===== src/rtl/calc_result_display.sv =====
// calc_result_display
// Captures the calculator result on a rising edge of Done, converts it to
// five BCD digits with a one-shift-per-clock double-dabble engine, and scans
// the result onto an 8-digit multiplexed active-low seven-segment display.
//
// state   | meaning
// --------+-------------------------------------------------------------
// IDLE    | no result since reset; display blank, waiting for a trigger
// CONVERT | double-dabble in progress, 16 shift cycles, triggers dropped
// HOLD    | conversion complete; Digits/display valid until next trigger

module calc_result_display #(
    parameter int REFRESH_BITS = 18
) (
    input  logic        Clk,
    input  logic        Reset,
    input  logic        Done,
    input  logic [15:0] C,
    input  logic        Flag,
    output logic [19:0] Digits,
    output logic        Valid,
    output logic        Busy,
    output logic [7:0]  An,
    output logic [6:0]  Ssd,
    output logic        Dp
);

    typedef enum logic [1:0] {
        S_IDLE    = 2'd0,
        S_CONVERT = 2'd1,
        S_HOLD    = 2'd2
    } state_t;

    state_t r_state;
    state_t w_state_next;

    logic                    r_done_q;
    logic [15:0]             r_bin;
    logic [19:0]             r_bcd;
    logic [3:0]              r_cnt;
    logic                    r_flag;
    logic [19:0]             r_digits;
    logic                    r_valid;
    logic                    r_busy;
    logic [REFRESH_BITS-1:0] r_refresh;
    logic [7:0]              r_an;
    logic [6:0]              r_ssd;

    logic        w_trigger;
    logic        w_capture;
    logic        w_finish;
    logic [19:0] w_bcd_adj;
    logic [19:0] w_bcd_next;
    logic [15:0] w_bin_next;
    logic [2:0]  w_sel;
    logic [4:0]  w_nz;
    logic        w_show;
    logic [3:0]  w_code;
    logic [7:0]  w_an_next;
    logic [6:0]  w_ssd_next;

    // Active-low segment pattern {a,b,c,d,e,f,g} for a digit code; 4'hF is "F".
    function automatic logic [6:0] seg_encode(input logic [3:0] code);
        logic [6:0] s;
        case (code)
            4'd0:    s = 7'b0000001;
            4'd1:    s = 7'b1001111;
            4'd2:    s = 7'b0010010;
            4'd3:    s = 7'b0000110;
            4'd4:    s = 7'b1001100;
            4'd5:    s = 7'b0100100;
            4'd6:    s = 7'b0100000;
            4'd7:    s = 7'b0001111;
            4'd8:    s = 7'b0000000;
            4'd9:    s = 7'b0000100;
            4'hF:    s = 7'b0111000;
            default: s = 7'h7F;
        endcase
        return s;
    endfunction

    // Only a low-to-high transition of Done starts a conversion.
    assign w_trigger = Done & ~r_done_q;

    // Double-dabble step: correct every nibble >= 5, then shift {bcd,bin} left.
    always_comb begin
        w_bcd_adj = r_bcd;
        for (int i = 0; i < 5; i++) begin
            if (r_bcd[4*i +: 4] >= 4'd5) begin
                w_bcd_adj[4*i +: 4] = r_bcd[4*i +: 4] + 4'd3;
            end
        end
        w_bcd_next = {w_bcd_adj[18:0], r_bin[15]};
        w_bin_next = {r_bin[14:0], 1'b0};
    end

    // State register.
    always_ff @(posedge Clk or posedge Reset) begin
        if (Reset) begin
            r_state <= S_IDLE;
        end else begin
            r_state <= w_state_next;
        end
    end

    // Next-state logic; triggers arriving mid-conversion are simply ignored.
    always_comb begin
        w_state_next = r_state;
        w_capture    = 1'b0;
        w_finish     = 1'b0;
        case (r_state)
            S_IDLE, S_HOLD: begin
                if (w_trigger) begin
                    w_state_next = S_CONVERT;
                    w_capture    = 1'b1;
                end
            end
            S_CONVERT: begin
                if (r_cnt == 4'd15) begin
                    w_state_next = S_HOLD;
                    w_finish     = 1'b1;
                end
            end
            default: begin
                w_state_next = S_IDLE;
            end
        endcase
    end

    // Capture, shift engine and result/status registers.
    always_ff @(posedge Clk or posedge Reset) begin
        if (Reset) begin
            r_done_q <= 1'b0;
            r_bin    <= '0;
            r_bcd    <= '0;
            r_cnt    <= '0;
            r_flag   <= 1'b0;
            r_digits <= '0;
            r_valid  <= 1'b0;
            r_busy   <= 1'b0;
        end else begin
            r_done_q <= Done;
            if (w_capture) begin
                r_bin   <= C;
                r_flag  <= Flag;
                r_bcd   <= '0;
                r_cnt   <= '0;
                r_valid <= 1'b0;
                r_busy  <= 1'b1;
            end else if (r_state == S_CONVERT) begin
                r_bcd <= w_bcd_next;
                r_bin <= w_bin_next;
                r_cnt <= r_cnt + 4'd1;
                if (w_finish) begin
                    r_digits <= w_bcd_next;
                    r_valid  <= 1'b1;
                    r_busy   <= 1'b0;
                end
            end
        end
    end

    // Free-running refresh counter; its top three bits pick the scanned digit.
    always_ff @(posedge Clk or posedge Reset) begin
        if (Reset) begin
            r_refresh <= '0;
        end else begin
            r_refresh <= r_refresh + {{(REFRESH_BITS-1){1'b0}}, 1'b1};
        end
    end

    assign w_sel = r_refresh[REFRESH_BITS-1 -: 3];

    // A digit above d0 is lit only if it or some more significant digit is nonzero.
    assign w_nz[0] = 1'b1;
    assign w_nz[1] = |r_digits[19:4];
    assign w_nz[2] = |r_digits[19:8];
    assign w_nz[3] = |r_digits[19:12];
    assign w_nz[4] = |r_digits[19:16];

    // Select the scanned digit, apply blanking, and form anode/segment values.
    always_comb begin
        w_show     = 1'b0;
        w_code     = 4'd0;
        w_an_next  = 8'hFF;
        w_ssd_next = 7'h7F;
        if (r_valid) begin
            case (w_sel)
                3'd0: begin w_show = w_nz[0]; w_code = r_digits[3:0];   end
                3'd1: begin w_show = w_nz[1]; w_code = r_digits[7:4];   end
                3'd2: begin w_show = w_nz[2]; w_code = r_digits[11:8];  end
                3'd3: begin w_show = w_nz[3]; w_code = r_digits[15:12]; end
                3'd4: begin w_show = w_nz[4]; w_code = r_digits[19:16]; end
                3'd7: begin w_show = r_flag;  w_code = 4'hF;            end
                default: begin w_show = 1'b0; w_code = 4'd0;            end
            endcase
        end
        if (w_show) begin
            w_an_next  = ~(8'd1 << w_sel);
            w_ssd_next = seg_encode(w_code);
        end
    end

    // Register anodes and segments together so they always switch on the same edge.
    always_ff @(posedge Clk or posedge Reset) begin
        if (Reset) begin
            r_an  <= 8'hFF;
            r_ssd <= 7'h7F;
        end else begin
            r_an  <= w_an_next;
            r_ssd <= w_ssd_next;
        end
    end

    assign Digits = r_digits;
    assign Valid  = r_valid;
    assign Busy   = r_busy;
    assign An     = r_an;
    assign Ssd    = r_ssd;
    assign Dp     = 1'b1;

endmodule


===== config.mk =====
export PLATFORM = sky130hd
export DESIGN_NAME = calc_result_display
export DESIGN_NICKNAME = d
export VERILOG_FILES = /design/src/rtl/calc_result_display.sv
export SDC_FILE = /design/constraint.sdc
export NUM_CORES = 1
export LEC_CHECK = 0
export CAP_MARGIN = 20
export CORE_UTILIZATION = 30
export CTS_CLUSTER_SIZE = 14
export DETAILED_ROUTE_END_ITERATION = 10
export PLACE_DENSITY = 0.58
export SLEW_MARGIN = 25
export SYNTH_ARGS = -nofsm -noshare
export SYNTH_HDL_FRONTEND = slang
export SYNTH_SLANG_ARGS = --single-unit

===== constraint.sdc =====
create_clock -name Clk -period 3.1 [get_ports Clk]
set_clock_uncertainty 0.05 [all_clocks]
set_input_delay 0.465 -clock Clk [delete_from_list [all_inputs] [get_ports Clk]]
set_output_delay 0.465 -clock Clk [all_outputs]
set_load 0.005 [all_outputs]

### Word level (Yosys, flattened, before mapping)

Memory sizes are Yosys's and may differ from the RTL's.
Index checks and enable logic that the tools add are counted.

| operators by class | value |
|---|---|
| add/sub/neg operators | 7 |
| order comparisons | 5 |
| eq/ne operators | 10 |
| shift operators | 1 |
| muxes and demuxes | 30 |
| bitwise operators | 4 |
| reduce and logical (&&, ||, !) cells | 12 |

Operators by type and width:

| cell | count |
|---|---|
| two-way mux 20 bit | 2 |
| two-way mux 16 bit | 2 |
| two-way mux 4 bit | 7 |
| case mux 4 bit (6 select lines) | 1 |
| greater-or-equal comparator 4 x 3 -> 1 bit (second input constant) | 5 |
| adder 18 x 1 -> 18 bit (second input constant) | 1 |
| adder 4 x 2 -> 4 bit (second input constant) | 4 |
| OR reduction 16 bit | 1 |
| OR reduction 12 bit | 1 |
| two-way mux 1 bit | 11 |
| two-way mux 8 bit | 1 |
| inverter 8 bit | 1 |
| OR reduction 8 bit | 1 |
| << shifter 1 x 3 -> 8 bit (first input constant) | 1 |
| two-way mux 7 bit | 1 |
| equality test 3 x 2 -> 1 bit (second input constant) | 2 |
| equality test 3 bit (second input constant) | 2 |
| case mux 1 bit (6 select lines) | 1 |
| adder 4 x 1 -> 4 bit (second input constant) | 1 |
| equality test 4 bit (second input constant) | 1 |
| two-way mux 2 bit | 2 |
| inequality test 2 bit (second input constant) | 2 |
| case mux 2 bit (2 select lines) | 1 |
| AND reduction 2 bit | 2 |
| 13 further kinds | 15 |

| storage, ports and cells | value |
|---|---|
| register bits after elaboration | 99 |
| ROM bits | 112 |
| input port bits | 20 |
| output and inout bits | 38 |
| logic and storage cells | 82 |
| memories kept | 1 |

Memories:

| name | depth | bits a word | read ports | clocked after Yosys merged registers in | write ports | line | source |
|---|---|---|---|---|---|---|---|
| (no name shown) | 16 | 7 | 1 | 0 | 0 | 65 | `case (code)` |

### Logic depth before layout (Yosys ltp)

Gate-level depths: netlist (run 1).

| depth | value |
|---|---|
| word-level depth | 6 |
| mapped depth | 11 |
| depth with buffers taken out | 9 |

### Least setup slack after synthesis (run 1)

OpenSTA, ideal clock, no wires.

| timing path | value |
|---|---|
| kind | register to register |
| from | register r_refresh[15] |
| to | register r_ssd[3], in the netlist Ssd[3] |
| setup time | 0.085 ns |
| arrival time | 2.222 ns |
| required time | 2.965 ns |
| slack | 0.743 ns |
| cell stages (with the launch flop) | 11 |
| path buffers | 2 |
| clock period less this slack | 2.357 ns |
| cell sequence | dfrtp_1 buf_4 buf_2 inv_1 a31oi_1 a221oi_1 inv_1 ha_1 nor2_1 a221oi_1 o21ai_1 |

| on the way | value |
|---|---|
| longest elaborated chain between the ends | 5 |
| elaborated cells on any way between the ends | 12 |

Ends and longest elaborated chain:

| element | line | source |
|---|---|---|
| from (decl) | 45 | `logic [REFRESH_BITS-1:0] r_refresh;` |
| from (signal assigned) | 168 | `r_refresh <= r_refresh + {{(REFRESH_BITS-1){1'b0}}, 1'b1};` |
| equality test 3 bit (tied with other cells) | 188 | `case (w_sel)` |
| case mux 4 bit (6 select lines) | 188 |  |
| two-way mux 4 bit | 187 | `if (r_valid) begin` |
| memory read (16 x 7 bit) | n/a |  |
| two-way mux 7 bit (*) | 198 | `if (w_show) begin` |
| net w_ssd_next[3] | 60 | `logic [6:0] w_ssd_next;` |
| to (signal assigned) | 211 | `r_ssd <= w_ssd_next;` |
| to (decl) | 47 | `logic [6:0] r_ssd;` |

The timed path passes the listed nets; every way through them passes the cells marked *.
A chain may end at the register's enable or synchronous reset.

### Worst setup path after layout (run 1)

| timing path | value |
|---|---|
| from | register r_refresh[15] |
| to | register r_ssd[0], in the netlist Ssd[0] |

Same word-level chain as after synthesis.

==> results of run 1 <==
## placed cells by master (no fill, tap or decap), types with 9 or more instances in the layout
cell             instances
dfstp_2                 15
xnor2_1                 17
clkdlybuf4s50_1         56
o22ai_1                 15
dfrtp_1                 84
inv_1                   17
nand3_1                 15
ha_1                    19
a22oi_1                 16
o21ai_0                 43
a21oi_1                 16
nor2_1                  21
nand2_1                 84
clkbuf_16                9
## critical path, cell delays in order (launching register included)
cell	delay, ns
dfrtp_1	0.79
mux2_2	0.41
a22oi_1	0.15
o211ai_1	0.17
nand2_1	0.21
inv_1	0.12
ha_1	0.20
o21ai_0	0.23
o221ai_1	0.16
## worst max path at each step
stage,end,slack [ns],from
6_report,Ssd[0],0.48,r_refresh[15]
5_1_grt,Ssd[3],0.22,r_refresh[15]
4_1_cts,Ssd[0],0.51,r_refresh[15]
3_5_place_dp,Ssd[0],0.52,r_refresh[15]
3_3_place_gp,Ssd[3],0.65,r_refresh[15]
2_1_floorplan,Busy,0.02,Reset
## synth_stat cells (all sizes together), types with 15 or more instances
| cell type | number |
|---|---|
| ha | 19 |
| clkbuf | 17 |
| o21ai | 47 |
| nand2 | 84 |
| nor2 | 22 |
| a22oi | 16 |
| inv | 19 |
| nand3 | 15 |
| dfstp | 15 |
| o22ai | 15 |
| xnor2 | 17 |
| dfrtp | 84 |
| a21oi | 16 |
## logic make-up (layout without fill, tap and decap cells)
logic type               after synthesis  in the layout
adder cells (fa/ha/maj)               19             19
flip-flops                            99             99
buffers and inverters                 46             99
AO/OA/AOI/OAI                        119            119
multiplexers                          12             12
AND/OR/NAND/NOR                      166            166
other                                  1              3
XOR/XNOR                              23             23
## report_power, final
| group | total, uW | internal [uW] | switching (uW) |
|---|---|---|---|
| Combinational | 1810 | 866 | 946 |
| Sequential | 2050 | 1700 | 346 |
| Clock | 1080 | 558 | 525 |
| Total | 4940 | 3130 | 1820 |
## stage by stage
step / total power (uW) / std cells
after floorplan: 3160 / 487
after global placement: 3810 / 735
after detailed placement: 3890 / 735
after CTS: 4990 / 751
after global routing: 5320 / 751
final: 4940 / 751
## final cells by class
type	count	area share
inverters	19	0.0130
flip-flops and latches	99	0.426
well taps	211	0.0450
clock buffers	9	0.0384
clock inverters	7	0.0105
repair buffers	64	0.110
multi-input cells	342	0.357
## layer usage
| layer | part of all wire | track usage | wire [microns] |
|---|---|---|---|
| met3 | 0.056 | 0.0480 | 605 |
| met2 | 0.47 | 0.231 | 5060 |
| met5 | 0 | 0 | 0 |
| met1 | 0.47 | 0.178 | 5030 |
| met4 | 0.0093 | 0.0381 | 100 |
## flip-flops by register name, summed over array words and instances, names as in the netlist, 2 cells and up
register	count
r_refresh	18
r_cnt	4
Ssd	7
r_state	2
r_bcd	20
An	8
Digits	20
r_bin	16
==> metrics.md, run 1 <==
| Metric | Value |
|---|---|
| Final setup fails | `0` |
| YS warnings | `0` |
| Die W | `128 microns` |
| Ratio of cells with drive above 1 in the final layout | `0.102` |
| Status | `complete, no violations` |
| Initial core utilization | `0.311` |
| Largest net degree at the start of global routing | `52` |
| Critical path launch point type | `flip-flop` |
| Die Y | `128 microns` |
| # hold bufs at CTS | `0` |
| Detailed Routing Iterations Pass 1 | `5` |
| R2r startpoint | `r_refresh[15]` |
| Seq. cell area | `0.00250 sq mm` |
| Min-delay worst type | `in2async` |
| Flop-to-flop setup slack | `0.48 ns` |
| Worst slew pin tran | `0.690 ns` |
| WL per Instance | `14.4 microns` |
| Slew headroom | `0.540` |
| Leakage | `0.00250 uW` |
| Critical path fanouts, max | `23` |
| RD Place Congestion | `0.883` |
| Die ar. | `0.0165 sq mm` |
| Vias in the first global route | `3558` |
| CTS tree | `done` |
| Hold Fails Final Rpt | `0` |
| Total gr overflow | `0` |
| Diode count | `0` |
| Via density | `4.83` |
| Mapped Cells | `485` |
| Drt drc | `0` |
| Synth Area in XOR/XNOR | `0.0437` |
| Initial drt markers | `181` |
| Asr flop ratio synth | `1.00` |
| Placeable Area | `0.0154 sq mm` |
| Hold WS | `0.394 ns` |
| Tot GR Track Use | `0.141` |
| Fill cells | `1524` |
| Area of the multi-input gates | `0.00209 sq mm` |
| DP HPWL | `7.65 mm` |
| RSZ-0062 raised after global routing | `false` |
| Cell area after synthesis | `0.00478 sq mm` |
| MaxCap Viol Count | `0` |
| Mux cell area share after synthesis | `0.0298` |
| # IOs | `58` |
| FF-to-FF path depth | `8` |
| Compound-Gate Fraction of Synth Area | `0.153` |
| Routed vias | `3624` |
| Clock root cell | `clkbuf_16` |
| CP required | `3.29 ns` |
| Maximum VDD drop | `0.449 mV` |
| Setup CP Type | `reg2reg` |
| Design area | `0.00586 sq mm` |
| Clock Path Buffers | `2` |
| Sink Count | `99` |
| Synth area leaders | `dfrtp_1, dfstp_2, nand2_1` |
| Post-synth EDFFs | `0` |
| Post-synthesis sequential area ratio | `0.522` |
| FF+latch count, synth | `99` |
| Main combinational cell family by area after synthesis | `simple AND/OR/NAND/NOR gates` |
| Fmax | `381 MHz` |
| Layout Nets | `574` |
| Initial antenna violation count | `0` |
| Setup TNS | `0 ns` |
| Worst flop-to-flop path endpoint | `Ssd[0]` |
| Synth Flop Type | `dfrtp_1` |
| Period minus WS final | `2.62 ns` |
| Post-CTS Setup Inserts | `0` |
| Placement Cell Area | `0.00558 sq mm` |
| Port Buffers | `56` |
| Post-synth top area cell | `dfrtp_1` |
| Crit. End Element | `flip-flop` |
| Unique masters post-synth | `49` |
| Cell row count | `45` |
| Total wire length | `10.8 mm` |
| Synth Area in Adders | `0.0497` |
| Clk Latency, worst-skew pair | `0.35 ns` |
| Routed Antenna Nets | `0` |
| Pre-CTS WS | `0.519 ns` |
| Depth of the CTS H-tree | `3` |
| Clock Pin Slew Worst Setup and Hold Paths | `0.07 ns` |
| Final worst-path cycle share | `0.846` |
| Max-slew violations | `0` |
| Post-layout util | `0.381` |
| Area Growth Syn to Fin | `22.6%` |
| Simple-Gate Fraction of Synth Area | `0.159` |
| Syn avg cell area | `9.86 sq um` |
| Final WS setup | `0.478 ns` |
| Num CTS Buffers | `9` |
| Area share of the largest cell type after synthesis | `0.439` |
| Global-route wire length before repair | `18.1 mm` |
| CTS-repair resized insts | `0` |
| PwrDens | `843 mW/mm^2` |
| CP Data Arrival Time | `2.81 ns` |
Power figures use the tool's default switching activity.
==> run 2: changes to the inputs <==
==> constraint.sdc (replaced) <==
create_clock -name Clk -period 2.2 [get_ports Clk]
set_clock_uncertainty 0.05 [all_clocks]
set_input_delay 0.33 -clock Clk [delete_from_list [all_inputs] [get_ports Clk]]
set_output_delay 0.33 -clock Clk [all_outputs]
set_load 0.005 [all_outputs]
==> run 2 against run 1 <==
Against the previous run:
- total power up 45%
- critical endpoint unchanged
- largest power group unchanged
- critical path type unchanged
- count of clock-buffer cells in the layout up 2
- worst setup slack worse by 0.41 ns
- sequential share of layout area down 1.2 points
- sequential cell count unchanged
- non-clock buffer count up 16
- utilization up 1.1 points
- first-iteration DRC count down 17%
- die area unchanged
- sequential power up 40%
==> metrics.md, run 2 (synthesis gave the netlist of run 1 again) <==
| Metric | Value |
|---|---|
| Clock root cell | `clkbuf_16` |
| Cell row count | `45` |
| PwrDens | `1190 mW/mm^2` |
| Critical path fanouts, max | `7` |
| Via density | `4.86` |
| Drt drc | `0` |
| DP HPWL | `7.85 mm` |
| Flop-to-flop setup slack | `0.07 ns` |
| Sink Count | `99` |
| MaxCap Viol Count | `0` |
| Final setup fails | `0` |
| Layout Nets | `590` |
| Diode count | `0` |
| # hold bufs at CTS | `0` |
| Die Y | `128 microns` |
| Total gr overflow | `0` |
| FF-to-FF path depth | `6` |
| Tot GR Track Use | `0.142` |
| Worst slew pin tran | `0.798 ns` |
| CP required | `2.42 ns` |
| Setup TNS | `0 ns` |
| Final worst-path cycle share | `0.969` |
| Most common cell after layout, fill and taps aside | `nand2_1` |
| Clock Pin Slew Worst Setup and Hold Paths | `0.07 ns` |
| Depth of the CTS H-tree | `3` |
| Placed insts | `750` |
| RD Place Congestion | `0.878` |
| Final cell count without fillers | `767` |
| Global-route wire length before repair | `18.1 mm` |
| Placeable Area | `0.0154 sq mm` |
| Period minus WS final | `2.13 ns` |
| Min-delay worst type | `in2async` |
| CP Data Arrival Time | `2.35 ns` |
| Area Growth Syn to Fin | `26.2%` |
| Clk Latency, worst-skew pair | `0.36 ns` |
| Die ar. | `0.0165 sq mm` |
| Max-slew violations | `0` |
| CTS tree | `done` |
| Fmax | `469 MHz` |
| Crit. End Element | `flip-flop` |
| Routed Antenna Nets | `0` |
| WL per Instance | `14.3 microns` |
| RSZ-0062 raised after global routing | `true` |
| Post-layout util | `0.393` |
| Initial core utilization | `0.311` |
| Critical path launch point type | `flip-flop` |
| Commonest non-fill, non-tap cells in the layout | `nand2_1, dfrtp_1, clkdlybuf4s50_1` |
| Maximum VDD drop | `0.487 mV` |
| Total wire length | `11.0 mm` |
| Initial drt markers | `150` |
| Initial antenna violation count | `0` |
| Routed vias | `3724` |
| Largest net degree at the start of global routing | `54` |
| Ratio of cells with drive above 1 in the final layout | `0.140` |
| Slew headroom | `0.466` |
| Setup CP Type | `reg2reg` |
| Status | `complete, no violations` |
| Num CTS Buffers | `9` |
| Total Power | `7170 uW` |
| # IOs | `58` |
| Leakage | `0.00260 uW` |
| Vias in the first global route | `3566` |
| Detailed Routing Iterations Pass 1 | `4` |
| Port Buffers | `56` |
| Die W | `128 microns` |
| Hold Fails Final Rpt | `0` |
| Clock Path Buffers | `2` |
run 2: power by group:
group	total [uW]	leakage, uW	internal, uW	switching (uW)
clock network	1630	0.000150	919	707
registers	2870	0.00124	2400	474
logic	2670	0.00120	1300	1370
run 2: path summary, 6_finish.rpt:
path	from	endpoint
max	r_refresh[15]	Ssd[0]
min	Reset	Digits[1]
max reg2reg	r_refresh[15]	Ssd[0]
min reg2reg	r_refresh[9]	r_refresh[9]
max in group asynchronous	Reset	r_bin[1]
min in group Clk	Done	r_done_q
run 2: what timing repair did:
item / in CTS / in global routing
endpoints found under the setup margin: 0 / 5
setup buffers: 0 / 1
gates resized for setup: 0 / 8
hold endpoints to repair: 0 / 0
run 2: cell type report:
class | count | area (sq um)
fill | 1504 | 9330
sequential | 99 | 2500
multi-input combinational | 342 | 2120
timing repair buffer | 80 | 778
tap | 211 | 264
clock buffer | 11 | 243
inverter | 19 | 77.6
clock inverter | 5 | 61.3
run 2: stage by stage:
stage          instance area (sq um)  setup WS [ns]  hold WS [ns]
2_1_floorplan                   4800         0.0119         0.311
3_3_place_gp                    5710         0.0752         0.406
3_5_place_dp                    5710         0.0462         0.406
4_1_cts                         6010         0.0161         0.299
5_1_grt                         6040        -0.0122         0.328
6_report                        6040         0.0692         0.287
run 2: layer usage:
layer	GRT usage	vias to the layer above	part of all wire
met4	0.0657	0	0.017
met2	0.222	88	0.46
met1	0.186	1813	0.48
met3	0.0321	15	0.045
met5	0	-	0
li1	-	1808	-
run 2: worst max-delay path, stage by stage (launching register included):
cell	delay, ns
dfrtp_2	0.44
buf_4	0.17
and2_1	0.14
mux4_2	0.47
o21ai_1	0.38
o21ai_0	0.19
o221ai_1	0.21
